--- config.mk ---
export PLATFORM = sky130hd
export DESIGN_NAME = reg_bus_writer
export DESIGN_NICKNAME = d
export VERILOG_FILES = /design/src/rtl/reg_bus_writer.sv
export SDC_FILE = /design/constraint.sdc
export NUM_CORES = 1
export LEC_CHECK = 0
export CORE_MARGIN = 2
export CORE_UTILIZATION = 41
export CTS_CLUSTER_SIZE = 24
export DETAILED_ROUTE_END_ITERATION = 10
export GPL_TIMING_DRIVEN = 0
export SLEW_MARGIN = 15
export SYNTH_ARGS = -nofsm -noshare
export SYNTH_HDL_FRONTEND = slang
export SYNTH_SLANG_ARGS = --single-unit
--- constraint.sdc ---
create_clock -name clk -period 6.65 [get_ports clk]
set_input_delay 0.665 -clock clk [delete_from_list [all_inputs] [get_ports clk]]
set_output_delay 0.665 -clock clk [all_outputs]
set_load 0.1 [all_outputs]
--- src/rtl/reg_bus_writer.sv ---
// Command FIFO plus strobe sequencer that replays queued {addr,data} writes as
// single-cycle register strobes, with a programmable low gap between them.
`timescale 1ns/1ps
module reg_bus_writer #(
  parameter int unsigned DEPTH      = 4,
  parameter int unsigned GAP_CYCLES = 2,
  parameter int unsigned ADDR_W     = 3,
  parameter int unsigned DATA_W     = 5
) (
  input  logic                   clk,
  input  logic                   rst,
  input  logic                   cmd_valid,
  output logic                   cmd_ready,
  input  logic [ADDR_W-1:0]      cmd_addr,
  input  logic [DATA_W-1:0]      cmd_data,
  input  logic                   flush,
  output logic                   write_strobe,
  output logic [ADDR_W-1:0]      address,
  output logic [DATA_W-1:0]      data,
  output logic [$clog2(DEPTH):0] fifo_level,
  output logic                   idle
);

  localparam int unsigned PtrW = $clog2(DEPTH);
  localparam int unsigned LvlW = PtrW + 1;
  localparam int unsigned GapW = (GAP_CYCLES > 1) ? $clog2(GAP_CYCLES + 1) : 1;
  localparam int unsigned EntW = ADDR_W + DATA_W;

  typedef enum logic [1:0] {StIdle, StStrobe, StGap} state_e;

  state_e            state_q, state_d;
  logic [GapW-1:0]   gap_q, gap_d;
  logic              strobe_q, strobe_d;
  logic [ADDR_W-1:0] addr_q, addr_d;
  logic [DATA_W-1:0] data_q, data_d;

  logic [EntW-1:0]   mem_q [DEPTH];
  logic [PtrW-1:0]   wr_ptr_q, rd_ptr_q;
  logic [LvlW-1:0]   level_q;

  logic              full, empty, push, pop, try_issue;
  logic [EntW-1:0]   head;

  assign full      = (level_q == LvlW'(DEPTH));
  assign empty     = (level_q == '0);
  assign cmd_ready = !full;
  // No pass-through: a full FIFO refuses even when a pop happens this cycle.
  assign push      = cmd_valid && !full && !flush;
  assign head      = mem_q[rd_ptr_q];

  always_comb begin
    state_d   = state_q;
    gap_d     = gap_q;
    strobe_d  = 1'b0;
    addr_d    = addr_q;
    data_d    = data_q;
    pop       = 1'b0;
    try_issue = 1'b0;
    unique case (state_q)
      StIdle:   try_issue = 1'b1;
      StStrobe: begin
        if (GAP_CYCLES > 0) begin
          gap_d   = GapW'(GAP_CYCLES);
          state_d = StGap;
        end else begin
          try_issue = 1'b1;
        end
      end
      StGap: begin
        if (gap_q == GapW'(1)) begin
          try_issue = 1'b1;
        end else begin
          gap_d = gap_q - GapW'(1);
        end
      end
      default: state_d = StIdle;
    endcase
    if (try_issue) begin
      // A flush empties the queue on this edge, so nothing may be issued from it.
      if (!empty && !flush) begin
        pop              = 1'b1;
        strobe_d         = 1'b1;
        {addr_d, data_d} = head;
        state_d          = StStrobe;
      end else begin
        state_d = StIdle;
        gap_d   = '0;
      end
    end
  end

  always_ff @(posedge clk) begin
    if (rst) begin
      state_q  <= StIdle;
      gap_q    <= '0;
      strobe_q <= 1'b0;
      addr_q   <= '0;
      data_q   <= '0;
      wr_ptr_q <= '0;
      rd_ptr_q <= '0;
      level_q  <= '0;
    end else begin
      state_q  <= state_d;
      gap_q    <= gap_d;
      strobe_q <= strobe_d;
      addr_q   <= addr_d;
      data_q   <= data_d;
      if (flush) begin
        wr_ptr_q <= '0;
        rd_ptr_q <= '0;
        level_q  <= '0;
      end else begin
        if (push) wr_ptr_q <= wr_ptr_q + PtrW'(1);
        if (pop)  rd_ptr_q <= rd_ptr_q + PtrW'(1);
        level_q <= level_q + LvlW'(push) - LvlW'(pop);
      end
    end
  end

  always_ff @(posedge clk) begin
    if (push) mem_q[wr_ptr_q] <= {cmd_addr, cmd_data};
  end

  assign write_strobe = strobe_q;
  assign address      = addr_q;
  assign data         = data_q;
  assign fifo_level   = level_q;
  assign idle         = empty && (state_q == StIdle);

endmodule

* Yosys cells after proc, flatten, opt, wreduce, memory -nomap -nowiden
Memory sizes are Yosys's and may differ from the RTL's. A register that Yosys moved wholly into a read port is not among the register bits.
Cells that the tools add are included.
W data, S select, Z words.
** Operators by class
- $add $sub $neg :: 5
- Multipliers :: 0
- Divide/modulo/power cells :: 0
- Magnitude comparators :: 0
- Equality and inequality tests :: 5
- Shift operators :: 0
- Multiplexer cells :: 13
- Bitwise operators :: 0
- Reductions and logical operators :: 12
** Operator list (number)
- $mux W2 :: 4
- $pmux W2 S2 :: 2
- $mux W1 :: 6
- $add A2 B1 Y2 const B :: 2
- $eq A2 B1 Y1 const B :: 2
- $logic_and A1 B1 Y1 :: 4
- $reduce_or A2 Y1 :: 2
- $add A3 B1 Y3 :: 1
- $eq A3 B3 Y1 const B :: 1
- $logic_not A1 Y1 :: 3
- $logic_not A3 Y1 :: 1
- $sub A3 B1 Y3 :: 1
- $eq A2 B2 Y1 const B :: 1
- $logic_not A2 Y1 :: 1
- $ne A2 B1 Y1 const B :: 1
- $pmux W1 S2 :: 1
- $reduce_and A2 Y1 :: 1
- $sub A2 B1 Y2 const B :: 1
** Storage, ports and cells
- Register bits :: 12
- Latch bits :: 0
- RAM bits :: 32
- Bits in read-only memories :: 0
- Input bits :: 12
- Logic and storage cells :: 42
- Memories :: 1
** Memories
- mem_q :: words 4, bits a word 8, rd ports 1, clocked after Yosys merged registers in 1, write ports 1, line 37 : logic [EntW-1:0] mem_q [DEPTH];

* Depth between registers and ports, before layout
Gate-level depths: netlist of run 1.
- Word-level depth :: 6
- Depth in mapped cells :: 14

* Worst setup path after synthesis of run 1
No wires, ideal clock.
- Path kind :: reg-to-reg
- Start :: register level_q[1], in the netlist fifo_level[1]
- End :: register level_q[2], in the netlist fifo_level[2]
- Library setup time :: 0.078 ns
- Arrival :: 2.964 ns
- Data required time :: 6.572 ns
- Slack :: 3.608 ns
- Stages on the path, launching flop included :: 12
- Path buffers :: 0
- Clock period less this slack :: 3.042 ns
- Cell sequence :: dfxtp_1 -> nor3b_1 -> nor3_1 -> inv_1 -> ha_1 -> inv_1 -> ha_1 -> inv_1 -> fa_1 -> xor2_1 -> and2_2 -> nor3_1
** Between the ends
- Longest elaborated chain between the ends :: 6
- Elaborated cells on any way between the ends :: 11
- Those cells by class :: add/sub (2); eq/ne (1); mux (2); reduce/logical (6)
** Ends and longest elaborated chain
- from (decl) :: line 39 : logic [LvlW-1:0] level_q;
- from (signal assigned) :: line 115 : level_q <= level_q + LvlW'(push) - LvlW'(pop);
- $eq A3 B3 Y1 or $logic_not A3 Y1 (tied branches) :: line 44, 45
- $logic_not A1 Y1 (on tied branches) :: line 48, 80
- $logic_and A1 B1 Y1 (on tied branches) :: line 48, 80
- $logic_and A1 B1 Y1 or $mux W1 (tied branches) :: line 48, 80
- $add A3 B1 Y3 or $mux W1 (tied branches)
- $sub A3 B1 Y3 * :: line 115
Every way passes the cells marked *; elsewhere a longest branch is shown, timed or not.
A chain may end at the register's enable or synchronous reset.

* Worst setup path after layout of run 1
- Start :: register level_q[1], in the netlist fifo_level[1]
- End :: output port idle
** Between the ends
- Longest elaborated chain between the ends :: 2
** Ends and longest elaborated chain
- $logic_not A3 Y1 :: line 45 : assign empty = (level_q == '0);
- $logic_and A1 B1 Y1 :: line 128 : assign idle = empty && (state_q == StIdle);
- to (decl) :: line 21 : output logic idle
No other way between the ends.

==> results of run 1 <==
==> worst max-delay path, cell delays in order, from the launching register on <==
cell and delay, ps:
dfxtp_1 390, nor3_2 550, and2_1 210, clkdlybuf4s50_1 1120
==> cells in the final DEF (no fill, tap or decap), drive strengths merged, types with 2 or more instances in the layout <==
cell type and instances:
clkinv 2, or3 3, a21oi 14, clkbuf 10, clkdlybuf4s50 24, o31ai 8, and2 7, o21ai 3
ha 11, nor3 3, nand2 3, mux2i 2, inv 14, edfxtp 32, mux4 8, nand4 9
nor2 4, dfxtp 20, buf 4, nand3 5
==> registers in the layout, summed over array words and instances (netlist names) <==
signal	cells
mem_q	32
gap_q	2
fifo_level	3
state_q	2
address	3
data	5
wr_ptr_q	2
write_strobe	1
rd_ptr_q	2
==> how the worst max path moves through the flow <==
stage,startpoint,end,slack (ps),depth (start not counted)
floorplan,fifo_level[1]$_SDFF_PP0_,fifo_level[2]$_SDFF_PP0_,3610,11
detailed placement,flush,fifo_level[2]$_SDFF_PP0_,3280,12
CTS,fifo_level[1]$_SDFF_PP0_,idle,3380,3
global route,fifo_level[1]$_SDFF_PP0_,idle,3240,3
global placement,flush,fifo_level[2]$_SDFF_PP0_,3370,12
finish,fifo_level[1]$_SDFF_PP0_,idle,3410,3
==> synthesized netlist by cell type, drive strengths merged <==
master  number
mux2i        2
a211oi       1
a21oi       14
mux4         8
nor2         4
or2          1
nand4        9
a221oi       1
xor2         1
nand3        5
nand2b       1
nand3b       1
clkbuf       5
and2         7
ha          11
o31ai        8
a21o         1
fa           1
o21ai        3
nand2        3
dfxtp       20
buf          4
nor3b        1
nor3         3
edfxtp      32
mux2         1
or3          3
inv         13
==> area by class of cell <==
class                      instances  area (sq um)  area share
inverter                          13          48.8      0.0182
buffer                             9          71.3      0.0266
clock buffer                       5          68.8      0.0257
clock inverter                     3          22.5     0.00840
timing repair buffer              24           240      0.0896
tap                               72          90.1      0.0336
multi-input combinational         90           779       0.291
sequential                        52          1360       0.507
==> routing by layer <==
layer	part of all wire	track usage	up-vias
li1	-	-	672
met5	0	0	-
met3	0.025	0.0345	2
met1	0.44	0.170	674
met4	0.0046	0.0439	0
met2	0.53	0.265	23
==> stage by stage <==
stage               instance area [sq um]  utilization
finish                               2680        0.496
global route                         2680        0.496
CTS                                  2680        0.496
detailed placement                   2590        0.479
global placement                     2590        0.479
floorplan                            2260            -
==> cells by family (layout without fill, tap and decap cells) <==
| kind of cell | after synthesis | after routing | synth area share |
|---|---|---|---|
| xor gates and xnor gates | 1 | 1 | 0.00387 |
| and+or+nand+nor | 38 | 38 | 0.0991 |
| AOI/OAI and AO/OA | 28 | 28 | 0.0769 |
| muxes | 11 | 11 | 0.0952 |
| DFF | 52 | 52 | 0.602 |
| buffers and inverters | 22 | 54 | 0.0531 |
| adders and majority gates | 12 | 12 | 0.0697 |
==> report_power, final <==
group          switching, mW  leakage (nW)  total (mW)  internal [mW]
Clock                  0.106        0.0485       0.182         0.0756
Sequential           0.00443         0.452       0.354          0.349
Combinational         0.0624         0.417      0.0924         0.0299
==> metrics.txt, run 1 <==
largest net degree at the start of global routing 18; Post-DRT Antenna Nets 0; cell depth of the worst hold path 2; clock buffer depth 2; critical path arrival 2570 ps; row count 27; CTS tree done; fmax 0.309 GHz; critical path type register to output port; Die X 78.3 um; min Tclk post-route 3240 ps; # Post-CTS Setup Buffers 0; die area 6120 sq um; WP data required 5980 ps; dominant cells by area after synthesis edfxtp_1 43%, dfxtp_1 18%, mux4_2 7.0%; post-synthesis net count 188; area leader, netlist edfxtp_1; Worst R2R Setup Slack 3950 ps; grt total ovfl 0; Initial Util 0.418; status completed; Inserted Diodes 0; Die H 78.3 um; unrepaired setup endpoints after global routing no; reg-to-reg startpoint state_q[0]$_SDFFE_PP0P_; startpoint types register; routed wire length 4120 um; initial DRC count 68; Final period util 0.487; layout cells sized above 1 0.143; fin. max-slew vios 0; CORE AREA 5410 sq um; clock root buffer clkbuf_8; slew margin rel. 0.350; RR Endpoint fifo_level[2]$_SDFF_PP0_; YS warnings 0; Leak 0.917 nW; setup ws final 3410 ps; first-pass GRT wire length 6910 um; P per Cell Area 234 nW/um^2; Worst Hold Slack 478 ps; Mapped Cells 164; Setup Skew 9.76 ps; Hold Path Class register to register; P&R area growth vs syn 18.6%; Max-Cap Viols 0; Post-CTS Hold Buffers 0; routed vias 1371; Worst Setup End Kind output port; fin nets 219; clk sinks 52; worst skew pair latency 300 ps; Port Buffer Count 24; Slew @ Worst Pin 972 ps; final hold vios 0; final setup fails 0; Non-Filler Instances 268; clock-pin transition on the worst setup and hold timing paths 100 ps; placed cell count 260; Seq/Total Area, Yosys 0.602; per-cell routed wire length 15.4 um; Sum Neg Setup Slack 0 ps; post-place setup slack 3280 ps; average cell area after synthesis 13.8 sq um; Max H-tree Level 2; Synth cell types 36; Max IR drop VDD 0.000117 V; drt via density 5.12; Worst Reg-to-Reg Cells 14; Final Wtd Congestion 0.768; Tot Pwr 628 uW; area share of the largest cell type after synthesis 0.425; WHS Endpoint data[2]$_SDFFE_PP0P_; DRC 0; post-CTS sizing 0; filler instances 477; Mapped Area 2260 sq um; Worst Path Max Fanout 9; Worst Hold Launch data[2]$_SDFFE_PP0P_; GRT Util Overall 0.146; initial antenna violation count 0; TritonRoute pass-1 iters 4; number of global-route vias before repair 1457; DP Wirelength 2930 um; Ports 26; post-synthesis register bit count 52; cts bufs inserted 5
(Power assumes the default switching activity.)
==> inputs of run 2 (changes only) <==
clock period = 2.8 ns   (was 6.65 ns; I/O delays follow)
==> metrics.txt, run 2 (same netlist as run 1, synthesis figures left out) <==
status completed; Worst Setup End Kind register; critical path type register to register; P per Cell Area 549 nW/um^2; routed vias 1372; largest reg by FF count mem_q; commonest cells after routing, fill and taps aside 32 x edfxtp_1, 23 x clkdlybuf4s50_1, 17 x dfxtp_1; Slew @ Worst Pin 974 ps; filler instances 480; Ports 26; drt via density 5.12; die area 6120 sq um; slew margin rel. 0.349; WP data required 3020 ps; TritonRoute pass-1 iters 4; DRC 0; final setup fails 0; unrepaired setup endpoints after global routing no; # Post-CTS Setup Buffers 0; clk sinks 52; Max-Cap Viols 0; CP Launch Point state_q[0]$_SDFFE_PP0P_; Worst Reg-to-Reg Cells 14; reg-to-reg startpoint state_q[0]$_SDFFE_PP0P_; Final period util 0.941; Final Wtd Congestion 0.743; initial antenna violation count 0; fmax 0.380 GHz; Worst Hold Slack 378 ps; Worst Hold Launch rst; startpoint types register; Die X 78.3 um; Hold Path Class input port to register; post-place setup slack -212 ps; fin nets 219; row count 27; DP Wirelength 3030 um; CTS tree done; fin. max-slew vios 0; P&R area growth vs syn 19.1%; cell depth of the worst hold path 2; Port Buffer Count 24; Die H 78.3 um; CORE AREA 5410 sq um; clock-pin transition on the worst setup and hold timing paths 90 ps; number of global-route vias before repair 1433; initial DRC count 52; largest net degree at the start of global routing 17; Max H-tree Level 2; first-pass GRT wire length 6780 um; cts bufs inserted 5; setup ws final 165 ps; Worst Path Max Fanout 7; critical path arrival 2860 ps; max FFs per register 32; clock root buffer clkbuf_8; Initial Util 0.418; clock buffer depth 2; layout cells sized above 1 0.163; min Tclk post-route 2630 ps; commonest non-fill, non-tap cell in the layout edfxtp_1; worst skew pair latency 310 ps; Leak 0.912 nW; per-cell routed wire length 15.2 um; final hold vios 0; GRT Util Overall 0.145; Post-CTS Hold Buffers 0; grt total ovfl 0; Setup Skew 15.5 ps; routed wire length 4080 um; Max IR drop VDD 0.000255 V; Inserted Diodes 0; Post-DRT Antenna Nets 0
-- run 2: worst paths after layout --
path / endpoint / slack, ps
min: state_q[1]$_SDFFE_PP0P_ / 380
max reg2reg: fifo_level[2]$_SDFF_PP0_ / 170
min reg2reg: address[2]$_SDFFE_PP0P_ / 470
max: fifo_level[2]$_SDFF_PP0_ / 170
-- run 2: report_power, final --
part	internal, mW	total [mW]	leakage, nW	switching (mW)
combinational	0.0701	0.220	0.417	0.150
clock	0.178	0.418	0.0414	0.240
sequential	0.830	0.841	0.454	0.0103
total	1.08	1.48	0.912	0.401
-- run 2: worst max-delay path, stage by stage (launching register included) --
cell,delay (ps)
dfxtp_1,370
inv_1,70
ha_1,200
buf_6,130
a21o_2,240
nand3_2,120
inv_1,60
ha_1,260
inv_1,50
ha_1,130
inv_1,50
fa_1,370
xor2_1,160
and2_2,200
nor3_1,140
-- run 2: through the flow --
stage / TNS (ps) / total power, mW / cells / util / area, sq um
after global routing: 0 / 1.54 / 268 / 0.498 / 2690
after global placement: -90.2 / 1.07 / 260 / 0.480 / 2590
final: 0 / 1.48 / 268 / 0.498 / 2690
after floorplan: 0 / 1.02 / 164 / - / 2260
after detailed placement: -212 / 1.08 / 260 / 0.480 / 2590
after CTS: 0 / 1.49 / 268 / 0.496 / 2680
-- run 2: cell type report --
cell class | count | area (sq um) | area share
plain buffers | 9 | 71.3 | 0.0265
clock buffers | 6 | 72.6 | 0.0270
clock inverters | 2 | 16.3 | 0.00604
inverters | 13 | 48.8 | 0.0181
multi-input cells | 90 | 790 | 0.293
flip-flops and latches | 52 | 1370 | 0.507
well taps | 72 | 90.1 | 0.0335
repair buffers | 24 | 239 | 0.0888
-- run 2: routing by layer --
| layer | wire length (um) | share of wire | GRT usage |
|---|---|---|---|
| met1 | 1750 | 0.43 | 0.167 |
| met2 | 2120 | 0.52 | 0.259 |
| met3 | 176 | 0.043 | 0.0368 |
| met4 | 36 | 0.0088 | 0.0526 |
| met5 | 0 | 0 | 0 |
-- run 2: what timing repair did --
action | 4_1_cts | 5_1_grt
endpoints found under the setup margin | 1 | 1
gates resized for setup | 1 | 2
pin swaps | 0 | 0
